--- src/rtl/accum_warp_looper_memofs_arbiter.sv ---
// rtl/accum_warp_looper_memofs_arbiter.sv - shared memory-offset stage arbiter for warp-looper requesters
//
// Purpose:
//   Arbitrates N_REQ warp-looper requesters onto one shared memory-offset
//   stage. Grants are round-robin. With MEMOFS_ARB_BURST_LOCK_EN defined, a
//   requester keeps the grant until its islast item is loaded. A credit
//   counter limits items granted but not yet retired, and a done pulse is
//   raised when a requester's islast item leaves the stage.
//
// Optional feature macro: MEMOFS_ARB_BURST_LOCK_EN
//   defined   -> burst locking (IDLE/LOCKED FSM) active
//   undefined -> pure per-item round-robin, no FSM
//
// Ports:
//   i_clk, i_rst     clock, asynchronous active-high reset
//   i_req_rdy        per-requester item available
//   o_req_ack        one-hot (or zero) item accepted this cycle, combinational
//   i_req_id         packed per-requester config id (ID_BW bits each)
//   i_req_islast     per-requester last-item-of-burst flag
//   o_mux_rdy        registered item valid toward the shared stage
//   i_mux_ack        shared stage accepts the item
//   o_mux_sel        requester index of the item in the slot
//   o_mux_id         config id of the item in the slot
//   o_mux_islast     islast of the item in the slot
//   i_ret_valid      an item left the stage
//   i_ret_sel        requester index carried with the retired item
//   i_ret_islast     retired item was the last of its burst
//   o_done           one-cycle per-requester burst-retired pulse
//   o_inflight       current credit usage
module accum_warp_looper_memofs_arbiter #(
  parameter int N_REQ        = 4,
  parameter int N_CFG        = 4,
  parameter int MAX_INFLIGHT = 4,
  localparam int ID_BW  = $clog2(N_CFG + 1),
  localparam int REQ_BW = $clog2(N_REQ),
  localparam int CNT_BW = $clog2(MAX_INFLIGHT + 1)
) (
  input  logic                   i_clk,
  input  logic                   i_rst,
  input  logic [N_REQ-1:0]       i_req_rdy,
  output logic [N_REQ-1:0]       o_req_ack,
  input  logic [N_REQ*ID_BW-1:0] i_req_id,
  input  logic [N_REQ-1:0]       i_req_islast,
  output logic                   o_mux_rdy,
  input  logic                   i_mux_ack,
  output logic [REQ_BW-1:0]      o_mux_sel,
  output logic [ID_BW-1:0]       o_mux_id,
  output logic                   o_mux_islast,
  input  logic                   i_ret_valid,
  input  logic [REQ_BW-1:0]      i_ret_sel,
  input  logic                   i_ret_islast,
  output logic [N_REQ-1:0]       o_done,
  output logic [CNT_BW-1:0]      o_inflight
);

  localparam logic [CNT_BW-1:0] MAX_CNT = CNT_BW'(MAX_INFLIGHT);

  logic              mux_rdy_q,    mux_rdy_d;
  logic [REQ_BW-1:0] mux_sel_q,    mux_sel_d;
  logic [ID_BW-1:0]  mux_id_q,     mux_id_d;
  logic              mux_islast_q, mux_islast_d;
  logic [N_REQ-1:0]  done_q,       done_d;
  logic [CNT_BW-1:0] inflight_q,   inflight_d;
  logic [REQ_BW-1:0] ptr_q,        ptr_d;

  logic              slot_free;
  logic              can_grant;
  logic              load;
  logic              rr_vld;
  logic [REQ_BW-1:0] rr_idx;
  logic              grant_vld;
  logic [REQ_BW-1:0] grant_idx;
  logic [ID_BW-1:0]  req_id [N_REQ];

  always_comb begin
    for (int k = 0; k < N_REQ; k++) begin
      req_id[k] = i_req_id[k*ID_BW +: ID_BW];
    end
  end

  // First ready requester at or after the pointer; N_REQ is a power of two,
  // so the REQ_BW-wide add wraps on its own.
  always_comb begin
    rr_vld = 1'b0;
    rr_idx = '0;
    for (int i = 0; i < N_REQ; i++) begin
      if (!rr_vld && i_req_rdy[ptr_q + REQ_BW'(i)]) begin
        rr_vld = 1'b1;
        rr_idx = ptr_q + REQ_BW'(i);
      end
    end
  end

`ifdef MEMOFS_ARB_BURST_LOCK_EN
  typedef enum logic {ST_IDLE, ST_LOCKED} state_e;

  state_e            state_q, state_d;
  logic [REQ_BW-1:0] owner_q, owner_d;

  // While locked only the owner can win, even if it has nothing to send.
  always_comb begin
    if (state_q == ST_LOCKED) begin
      grant_vld = i_req_rdy[owner_q];
      grant_idx = owner_q;
    end else begin
      grant_vld = rr_vld;
      grant_idx = rr_idx;
    end
  end
`else
  assign grant_vld = rr_vld;
  assign grant_idx = rr_idx;
`endif

  always_comb begin
    slot_free = !mux_rdy_q || i_mux_ack;
    // A retirement in the same cycle frees the credit this grant needs.
    can_grant = (inflight_q < MAX_CNT) || i_ret_valid;
    load      = !i_rst && slot_free && can_grant && grant_vld;
    o_req_ack = load ? (N_REQ'(1) << grant_idx) : '0;

    mux_rdy_d    = mux_rdy_q;
    mux_sel_d    = mux_sel_q;
    mux_id_d     = mux_id_q;
    mux_islast_d = mux_islast_q;
    if (load) begin
      mux_rdy_d    = 1'b1;
      mux_sel_d    = grant_idx;
      mux_id_d     = req_id[grant_idx];
      mux_islast_d = i_req_islast[grant_idx];
    end else if (i_mux_ack) begin
      mux_rdy_d = 1'b0;
    end

    inflight_d = inflight_q;
    if (load && !i_ret_valid) begin
      inflight_d = inflight_q + 1'b1;
    end else if (!load && i_ret_valid && (inflight_q != '0)) begin
      inflight_d = inflight_q - 1'b1;
    end

    done_d = (i_ret_valid && i_ret_islast) ? (N_REQ'(1) << i_ret_sel) : '0;

    ptr_d = ptr_q;
`ifdef MEMOFS_ARB_BURST_LOCK_EN
    state_d = state_q;
    owner_d = owner_q;
    // The pointer moves only on the first grant of a burst.
    if (load) begin
      if (state_q == ST_IDLE) begin
        ptr_d = grant_idx + 1'b1;
        if (!i_req_islast[grant_idx]) begin
          state_d = ST_LOCKED;
          owner_d = grant_idx;
        end
      end else if (i_req_islast[grant_idx]) begin
        state_d = ST_IDLE;
      end
    end
`else
    if (load) begin
      ptr_d = grant_idx + 1'b1;
    end
`endif
  end

  always_ff @(posedge i_clk or posedge i_rst) begin
    if (i_rst) begin
      mux_rdy_q    <= 1'b0;
      mux_sel_q    <= '0;
      mux_id_q     <= '0;
      mux_islast_q <= 1'b0;
      done_q       <= '0;
      inflight_q   <= '0;
      ptr_q        <= '0;
`ifdef MEMOFS_ARB_BURST_LOCK_EN
      state_q      <= ST_IDLE;
      owner_q      <= '0;
`endif
    end else begin
      mux_rdy_q    <= mux_rdy_d;
      mux_sel_q    <= mux_sel_d;
      mux_id_q     <= mux_id_d;
      mux_islast_q <= mux_islast_d;
      done_q       <= done_d;
      inflight_q   <= inflight_d;
      ptr_q        <= ptr_d;
`ifdef MEMOFS_ARB_BURST_LOCK_EN
      state_q      <= state_d;
      owner_q      <= owner_d;
`endif
    end
  end

  // A return with no credit in use means the downstream lost track of the pipe.
  ret_underflow_a: assert property (@(posedge i_clk) disable iff (i_rst)
    !(i_ret_valid && (inflight_q == '0)));

  assign o_mux_rdy    = mux_rdy_q;
  assign o_mux_sel    = mux_sel_q;
  assign o_mux_id     = mux_id_q;
  assign o_mux_islast = mux_islast_q;
  assign o_done       = done_q;
  assign o_inflight   = inflight_q;

endmodule

--- config.mk ---
export PLATFORM = sky130hd
export DESIGN_NAME = accum_warp_looper_memofs_arbiter
export DESIGN_NICKNAME = d
export VERILOG_FILES = /design/src/rtl/accum_warp_looper_memofs_arbiter.sv
export SDC_FILE = /design/constraint.sdc
export NUM_CORES = 1
export LEC_CHECK = 0
export CORE_MARGIN = 2
export CORE_UTILIZATION = 44
export CTS_CLUSTER_SIZE = 40
export DETAILED_ROUTE_END_ITERATION = 16
export HOLD_SLACK_MARGIN = 0.15
export PLACE_DENSITY = 0.83
export SLEW_MARGIN = 20
export SYNTH_ARGS = -nofsm -noshare
export SYNTH_HDL_FRONTEND = slang
export SYNTH_SLANG_ARGS = --single-unit
--- constraint.sdc ---
create_clock -name i_clk -period 3.8 [get_ports i_clk]
set_input_delay 0.76 -clock i_clk [delete_from_list [all_inputs] [get_ports i_clk]]
set_output_delay 0.76 -clock i_clk [all_outputs]
set_load 0.01 [all_outputs]
==> run summary, run 1 <==
The flow ran to the end, and the final reports show no timing, DRC or antenna violations. The maximum root-to-sink buffer count is 2. The highest ir drop seen on vdd is 0.369 mV.

The post-route worst hold slack is 0.480 ns. The fraction of the mapped netlist area in compound gates is 0.144. The worst register-to-register path ends at o_inflight[2]$_DFFE_PP0P_.

The minimum clock period is 3.55 ns. The number of setup buffers added after CTS came out at 0. The I/O pin total is 45. For this configuration, the core starts out at a cell density of 0.457.

The cell at the root of the clock tree is sky130_fd_sc_hd__clkbuf_4. The average cell area after synthesis is 9.43 µm². The number of vias after detailed routing is 946.

The count of final setup violators is 0. The residual overflow from global routing is 0. The clock transition at the registers of the reported paths is 0.08 ns. The worst hold path begins at o_mux_sel[0]$_DFFE_PP0P_. Clock tree synthesis inserted a total of 3 buffers. The number of port buffers is 44. The die outline area came out at 0.00262 mm². The cell count after synthesis came out at 104. For the pin with the worst max-slew slack, the measured transition is 0.586 ns. The floorplan has 17 rows. The layer flagged by global routing as most heavily used is met2. The delay contributed by the slowest stage of the critical path is 0.56 ns. Counting instances in the post-synthesis netlist gives the leading cell types as sky130_fd_sc_hd__dfrtp_1, sky130_fd_sc_hd__nand2_1, sky130_fd_sc_hd__mux2i_1. The die height is 51.2 µm. Between clock sinks in the finished design, the worst skew comes to 0.00851 ns. The diode insertion count for antenna repair came out at 0.

The part of the Yosys area used for sequential elements came out at 0.408. Setup repair after global routing left no endpoint under its margin. Among all flip-flop cells after synthesis, the most frequent one is sky130_fd_sc_hd__dfrtp_1. The leakage power is 0.663 nW. The fraction of final layout cells sized beyond drive strength 1 came out at 0.0867.

Relative to the synthesized area, the layout overhead comes to 52.3%. The first-pass detailed-route iteration total is 4. The cell area power density came out at 551 mW/mm². The number of design rule violations left after detail routing is 0.

The average detailed-routed wire length per instance came out at 13.9 µm. The overall track demand over capacity in global routing is 0.224. The post-synthesis share of cell area spent on xor and xnor gates is 0. The maximum frequency from static timing analysis came out at 0.282 GHz. The detailed-placement wirelength estimate is 1920 µm. The share of synthesized cell area in and, or, nand and nor gates is 0.249.

The number of cells traversed by the worst register-to-register path came out at 8. The region available for standard cell placement spans 0.00215 mm². The type of the worst setup path is primary input to output pin. The worst reg2reg path startpoint is o_inflight[2]$_DFFE_PP0P_. The weighted congestion at the end of routability-driven global placement is 0.734.

The placed standard-cell area is 0.00145 mm². The largest area contributor in the synthesized netlist is sky130_fd_sc_hd__dfrtp_1. The maximum number of pins on one net before global-route repair came out at 17. The number of different library cells in the post-synthesis netlist came out at 36. The remaining max-slew budget at the tightest pin came out at 0.609.

The worst endpoint data arrival time is 2.79 ns. Of the total synthesized cell area, the portion taken by full adders, half adders and majority gates is 0.0714. The flop-to-flop setup slack came out at 1.48 ns. The area of the mapped netlist came out at 981 µm². The final wirelength is 2480 µm. The setup TNS after final layout is 0 ns.

The clock sink count came out at 16. The routed via count divided by cell count is 5.31. The worst setup path is captured at an output pin. For this run, global-route usage on met1 was measured as 0.275. Tracing the worst setup path back leads to its startpoint at i_req_rdy[2]. Measured along the x axis, the die boundary spans 51.2 µm.

The master of the slowest instance on the critical path is sky130_fd_sc_hd__clkdlybuf4s50_1. After synthesis, the cell types taking the most area are sky130_fd_sc_hd__dfrtp_1, sky130_fd_sc_hd__mux2i_1, sky130_fd_sc_hd__nand2_1, sky130_fd_sc_hd__ha_1, sky130_fd_sc_hd__o221ai_1. The clock insertion delay at the later pin of the skew report came out at 0.29 ns. The worst setup path is launched from a primary input. The wire length of the first global-routing pass came out at 4350 µm. The final period utilization is 0.934.

The count of yosys warnings during synthesis came out at 0. The initial DRC count came out at 13. The number of antenna-violating nets in the routed design is 0.

The worst path required time is 3.04 ns. The number of global-route vias before repair is 949. The multiplexer share of the synthesized area is 0.0816. The cell repeated most along the worst path is sky130_fd_sc_hd__clkdlybuf4s50_1. The met3 demand-to-capacity share in global routing is 0.0702. After synthesis, the share of flip-flops with an asynchronous set or reset is 1.00. For this run, global-route usage on met2 was measured as 0.368. The max-capacitance violation count came out at 0.

Yosys mapped a number of flops with a built-in enable equal to 0. The net count of the mapped netlist is 136. The post-layout net count came out at 183. The total of flip-flops plus latches after synthesis is 16. Traced cell by cell, the critical path runs through clkdlybuf4s50_1, mux2i_1, o22ai_1, nor2_2, inv_2, ha_1, and2_1, clkdlybuf4s50_1. The initial antenna violation count came out at 0. The class of the tightest hold or removal check is flip-flop to flip-flop. The final number of max-transition violations was 0. The share of synthesized area in the top cell type comes to 0.408.

The count of final hold-check violations was 0. After synthesis, the largest family of logic cells by area is simple AND/OR/NAND/NOR gates. The total number of H-tree levels is 1. TritonCTS built the clock tree. The area of all placed cells without fillers is 0.00149 mm².

The end point of the critical path is o_req_ack[2]. The total power is 824 µW. The highest fanout seen on the critical path is 10.
[sequential cells by signal, indices dropped and copies added, names as in the netlist]
signal and flops:
o_mux_rdy 1, o_done 4, o_mux_islast 1, o_mux_sel 2
ptr_q 2, o_mux_id 3, o_inflight 3
[final cells by class]
cell class,count,area [µm²]
Sequential cell,16,400
Clock buffer,4,36.3
Timing Repair Buffer,45,448
Tap cell,28,35.0
Multi-Input combinational cell,77,544
Fill cell,175,654
Inverter,8,30.0
[metal layers]
metal	vias up	share of wire	routed length, µm
li1	457	-	-
met1	448	0.43	1060
met2	35	0.49	1210
met3	6	0.067	165
met4	0	0.017	42
met5	-	0	0
[cells by family after synthesis]
| logic type | Yosys count |
|---|---|
| compound gates | 19 |
| fa+ha+maj | 5 |
| buf+inv | 11 |
| flops | 16 |
| mux | 8 |
| simple gates | 45 |
[what timing repair did]
action | in CTS | in global routing
gates resized for setup | 0 | 2
endpoints found under the setup margin | 0 | 1
hold buffers | 0 | 0
endpoints found under the hold margin | 0 | 0
[cells in the final DEF (no fill, tap or decap), types with 2 or more instances in the layout]
master | netlist | layout
sky130_fd_sc_hd__o221ai_1 | 3 | 3
sky130_fd_sc_hd__dfrtp_1 | 16 | 16
sky130_fd_sc_hd__a21oi_1 | 2 | 2
sky130_fd_sc_hd__nor2b_1 | 2 | 2
sky130_fd_sc_hd__nand2_1 | 16 | 16
sky130_fd_sc_hd__o21ai_0 | 4 | 4
sky130_fd_sc_hd__nor4_1 | 2 | 2
sky130_fd_sc_hd__ha_1 | 4 | 4
sky130_fd_sc_hd__clkbuf_4 | 0 | 3
sky130_fd_sc_hd__o211ai_1 | 2 | 2
sky130_fd_sc_hd__nand2b_1 | 4 | 4
sky130_fd_sc_hd__nor3_1 | 3 | 3
sky130_fd_sc_hd__and2_1 | 4 | 4
sky130_fd_sc_hd__nor2_1 | 6 | 5
sky130_fd_sc_hd__inv_1 | 6 | 6
sky130_fd_sc_hd__mux2i_1 | 8 | 8
sky130_fd_sc_hd__clkdlybuf4s50_1 | 0 | 44
sky130_fd_sc_hd__nor2_2 | 1 | 2
[through the flow]
stage,util,cells,setup WS [ns]
3_3_place_gp,0.674,174,0.260
2_1_floorplan,-,104,1.32
5_1_grt,0.695,178,0.0950
4_1_cts,0.691,178,0.170
6_report,0.695,178,0.252
3_5_place_dp,0.674,174,0.184
[how the worst min path moves through the flow]
stage | cells past startpoint | slack (ns) | end
2_1_floorplan | 1 | 0.50 | ptr_q[0]$_DFFE_PP0P_
3_3_place_gp | 2 | 0.46 | o_mux_sel[0]$_DFFE_PP0P_
3_5_place_dp | 2 | 0.46 | o_mux_sel[0]$_DFFE_PP0P_
4_1_cts | 2 | 0.48 | o_mux_sel[0]$_DFFE_PP0P_
5_1_grt | 2 | 0.52 | o_mux_sel[0]$_DFFE_PP0P_
6_report | 2 | 0.48 | o_mux_sel[0]$_DFFE_PP0P_
[power breakdown]
part           switching, mW  internal, mW  total [mW]
logic                  0.194         0.229       0.423
clock network         0.0536        0.0584       0.112
registers             0.0581         0.231       0.289
[critical path: cells and delay by family]
family          cells  cell delay, ns
buf+inv             3            1.29
compound gates      1            0.23
simple gates        2            0.21
fa+ha+maj           1            0.18
mux                 1            0.11
Power figures use the tool's default switching activity.
==> run 2: changes to the inputs <==
SKIP_CTS_REPAIR_TIMING = 1   (was default)
==> results of run 2 <==
Final layout, timing and power as in run 1 (identical DEF).
==> run 3: changes to the inputs <==
clock period = 4.5 ns   (was 3.8 ns; I/O delays follow)
==> run 3 against run 2 <==
Compared with the run above:
- hold slack better by 0.0012 ns
- largest power group unchanged
- register-to-register slack better by 0.78 ns
- non-clock buffer count unchanged
- sequential power down 16%
- cell count unchanged
- worst setup slack better by 0.36 ns
- clock skew down 0.0037 ns
- die area unchanged
- critical endpoint is now o_req_ack[1]
==> run summary, run 3 (same netlist as run 1, synthesis figures left out) <==
The flop-to-flop setup slack came out at 2.26 ns (+0.78 ns). Counting stages on the worst path, the most repeated cell is sky130_fd_sc_hd__clkdlybuf4s50_1. The capturing element type of the critical path is an output pin. The number of core rows is 17 (unchanged).

The die boundary width came out at 51.2 µm (unchanged). The residual overflow from global routing came out at 0 (unchanged). The clock insertion delay at the later pin of the skew report came out at 0.30 ns (about the same). The maximum number of pins on one net before global-route repair is 17 (unchanged). Leaving out fill and tap cells, the most frequent cell in the layout is sky130_fd_sc_hd__clkdlybuf4s50_1. The effective utilization at floorplan is 0.457 (unchanged). The number of design rule violations left after detail routing came out at 0 (unchanged).

The highest ir drop seen on vdd is 0.282 mV (-24%). Following the worst setup path forward leads to its endpoint at o_req_ack[1]. The final wirelength came out at 2430 µm (-2.1%). The total number of H-tree levels came to 1 (unchanged). The delay contributed by the slowest stage of the critical path is 0.54 ns (-0.02 ns). The number of cells traversed by the worst register-to-register path is 8 (unchanged). The number of buffer and inverter instances along the worst setup path is 3 (unchanged). The critical path starts at i_req_rdy[0]. The worst path setup slack after routing is 0.610 ns (+0.358 ns). The post-layout net count is 183 (unchanged). The number of global-route vias before repair came to 883 (-7.0%). The routed via count divided by cell count came to 5.33 (+0.21%).

The core area came out at 0.00215 mm² (unchanged). The master of the slowest instance on the critical path is sky130_fd_sc_hd__clkdlybuf4s50_1. The initial DRC count came out at 12 (-1). The setup TNS after final layout is 0 ns (unchanged). The max-capacitance violation count is 0 (unchanged).

The I/O pin total was 45 (unchanged). TritonCTS built the clock tree. The cell family contributing the most delay on the critical path is buffers and inverters. Walking the worst path, the cells encountered are clkdlybuf4s50_1, nand2_1, a311oi_1, nor2_1, clkinv_1, ha_1, and2_1, clkdlybuf4s50_1. The initial antenna violation count is 0 (unchanged).

The final number of max-transition violations is 0 (unchanged). STA classifies the critical path startpoint as a primary input. The post-route worst hold slack is 0.481 ns (+0.00122 ns). Clock tree synthesis selected as its root buffer the cell sky130_fd_sc_hd__clkbuf_4. The post-synthesis to final-layout area growth is 51.4%.

The number of port buffers is 44 (unchanged). The run finished with clean final reports. The transition time at the pin with the least slew margin is 0.599 ns (+0.0131 ns).

The clock sink count came to 16 (unchanged). The clock transition at the registers of the reported paths came out at 0.09 ns (about the same). The number of buffers created by CTS is 3 (unchanged).

The leakage power came to 0.661 nW (-0.19%). The class of the tightest hold or removal check is flip-flop to flip-flop. The worst path required time is 3.60 ns (+0.56 ns).

The average detailed-routed wire length per instance came out at 13.6 µm (-2.1%). The worst setup path is of the primary input to output pin kind. The wire length of the first global-routing pass came out at 4050 µm (-7.0%).

The diode insertion count for antenna repair came out at 0 (unchanged). The worst register-to-register path ends at o_inflight[2]$_DFFE_PP0P_. The first-pass detailed-route iteration total is 4 (unchanged). The detailed-placement wirelength estimate was 1930 µm (+0.28%).

The routed design could run at a clock period as short as 3.89 ns. The post-route core utilization was 0.691 (-0.00408). The cell area power density came out at 467 mW/mm² (-15%).

The number of vias after detailed routing is 948 (+0.21%). The placed standard-cell area is 0.00145 mm² (unchanged). In the finished design, the share of the clock period the worst path needs comes to 0.864. The die height is 51.2 µm (unchanged). The weighted congestion at the end of routability-driven global placement is 0.718 (-2.2%). The count of final hold-check violations came out at 0 (unchanged).

The fraction of final layout cells sized beyond drive strength 1 came out at 0.0733 (-0.0133). The number of antenna-violating nets in the routed design is 0 (unchanged). The number of flip-flops in the largest register came out at 4 (unchanged). The die outline area came out at 0.00262 mm² (unchanged).

The area of all placed cells without fillers is 0.00149 mm² (-0.59%). The worst endpoint data arrival time came out at 2.99 ns (+0.20 ns). The maximum root-to-sink buffer count came out at 2 (unchanged). The overall track demand over capacity in global routing is 0.213 (-0.0114). The highest fanout seen on the critical path is 5 (-5). The count of final setup violators came out at 0 (unchanged). The number of stages on the worst setup path is 8 (unchanged). The pre-CTS setup slack came out at 0.625 ns (+0.441 ns). The worst clock skew is 0.00478 ns (-0.00373 ns). The startpoint identified for the worst register-to-register timing path is o_inflight[2]$_DFFE_PP0P_. In the layout the commonest cells are sky130_fd_sc_hd__clkdlybuf4s50_1, sky130_fd_sc_hd__nand2_1, sky130_fd_sc_hd__dfrtp_1, sky130_fd_sc_hd__mux2i_1.

The maximum frequency from static timing analysis is 0.257 GHz. The remaining max-slew budget at the tightest pin is 0.600 (-0.00877). Setup repair after global routing left no endpoint under its margin.
## run 3: cell counts in the layout (fill, tap and decap cells not counted)
No cell type changed its count.
## run 3: worst min path at each step
stage / from / end / slack (ns) / depth (start not counted)
finish: o_mux_sel[0]$_DFFE_PP0P_ / o_mux_sel[0]$_DFFE_PP0P_ / 0.48 / 2
global route: o_mux_sel[0]$_DFFE_PP0P_ / o_mux_sel[0]$_DFFE_PP0P_ / 0.52 / 2
CTS: o_mux_sel[0]$_DFFE_PP0P_ / o_mux_sel[0]$_DFFE_PP0P_ / 0.49 / 2
detailed placement: o_mux_sel[0]$_DFFE_PP0P_ / o_mux_sel[0]$_DFFE_PP0P_ / 0.46 / 2
global placement: o_mux_sel[0]$_DFFE_PP0P_ / o_mux_sel[0]$_DFFE_PP0P_ / 0.46 / 2
floorplan: ptr_q[0]$_DFFE_PP0P_ / ptr_q[0]$_DFFE_PP0P_ / 0.50 / 1
## run 3: tightest hold or removal path, stage by stage, from the launching register on
cell	delay, ns
sky130_fd_sc_hd__dfrtp_1	0.35
sky130_fd_sc_hd__nand2_1	0.05
sky130_fd_sc_hd__nand2_1	0.05
## run 3: power by group
part	internal, mW	switching (mW)	leakage, nW	total, mW
clock	0.0494	0.0493	0.0210	0.0988
combinational	0.192	0.159	0.444	0.351
sequential	0.195	0.0486	0.197	0.243
total	0.436	0.257	0.661	0.693
## run 3: per-layer routing
| layer | vias to the layer above | GRT usage | wire length (µm) |
|---|---|---|---|
| li1 | 462 | - | - |
| met1 | 443 | 0.254 | 1010 |
| met2 | 38 | 0.346 | 1170 |
| met3 | 5 | 0.0673 | 195 |
| met4 | 0 | 0.105 | 54 |
| met5 | - | 0 | 0 |
## run 3: area by class of cell
class	instances	area, µm²
Clock buffer	4	36.3
Fill cell	159	663
Inverter	8	30.0
Multi-Input combinational cell	77	536
Sequential cell	16	400
Tap cell	28	35.0
Timing Repair Buffer	45	448
## run 3: metrics by stage
step,power [mW],std cells
6_report,0.693,178
5_1_grt,0.751,178
4_1_cts,0.700,178
3_5_place_dp,0.599,174
3_3_place_gp,0.584,174
2_1_floorplan,0.435,104
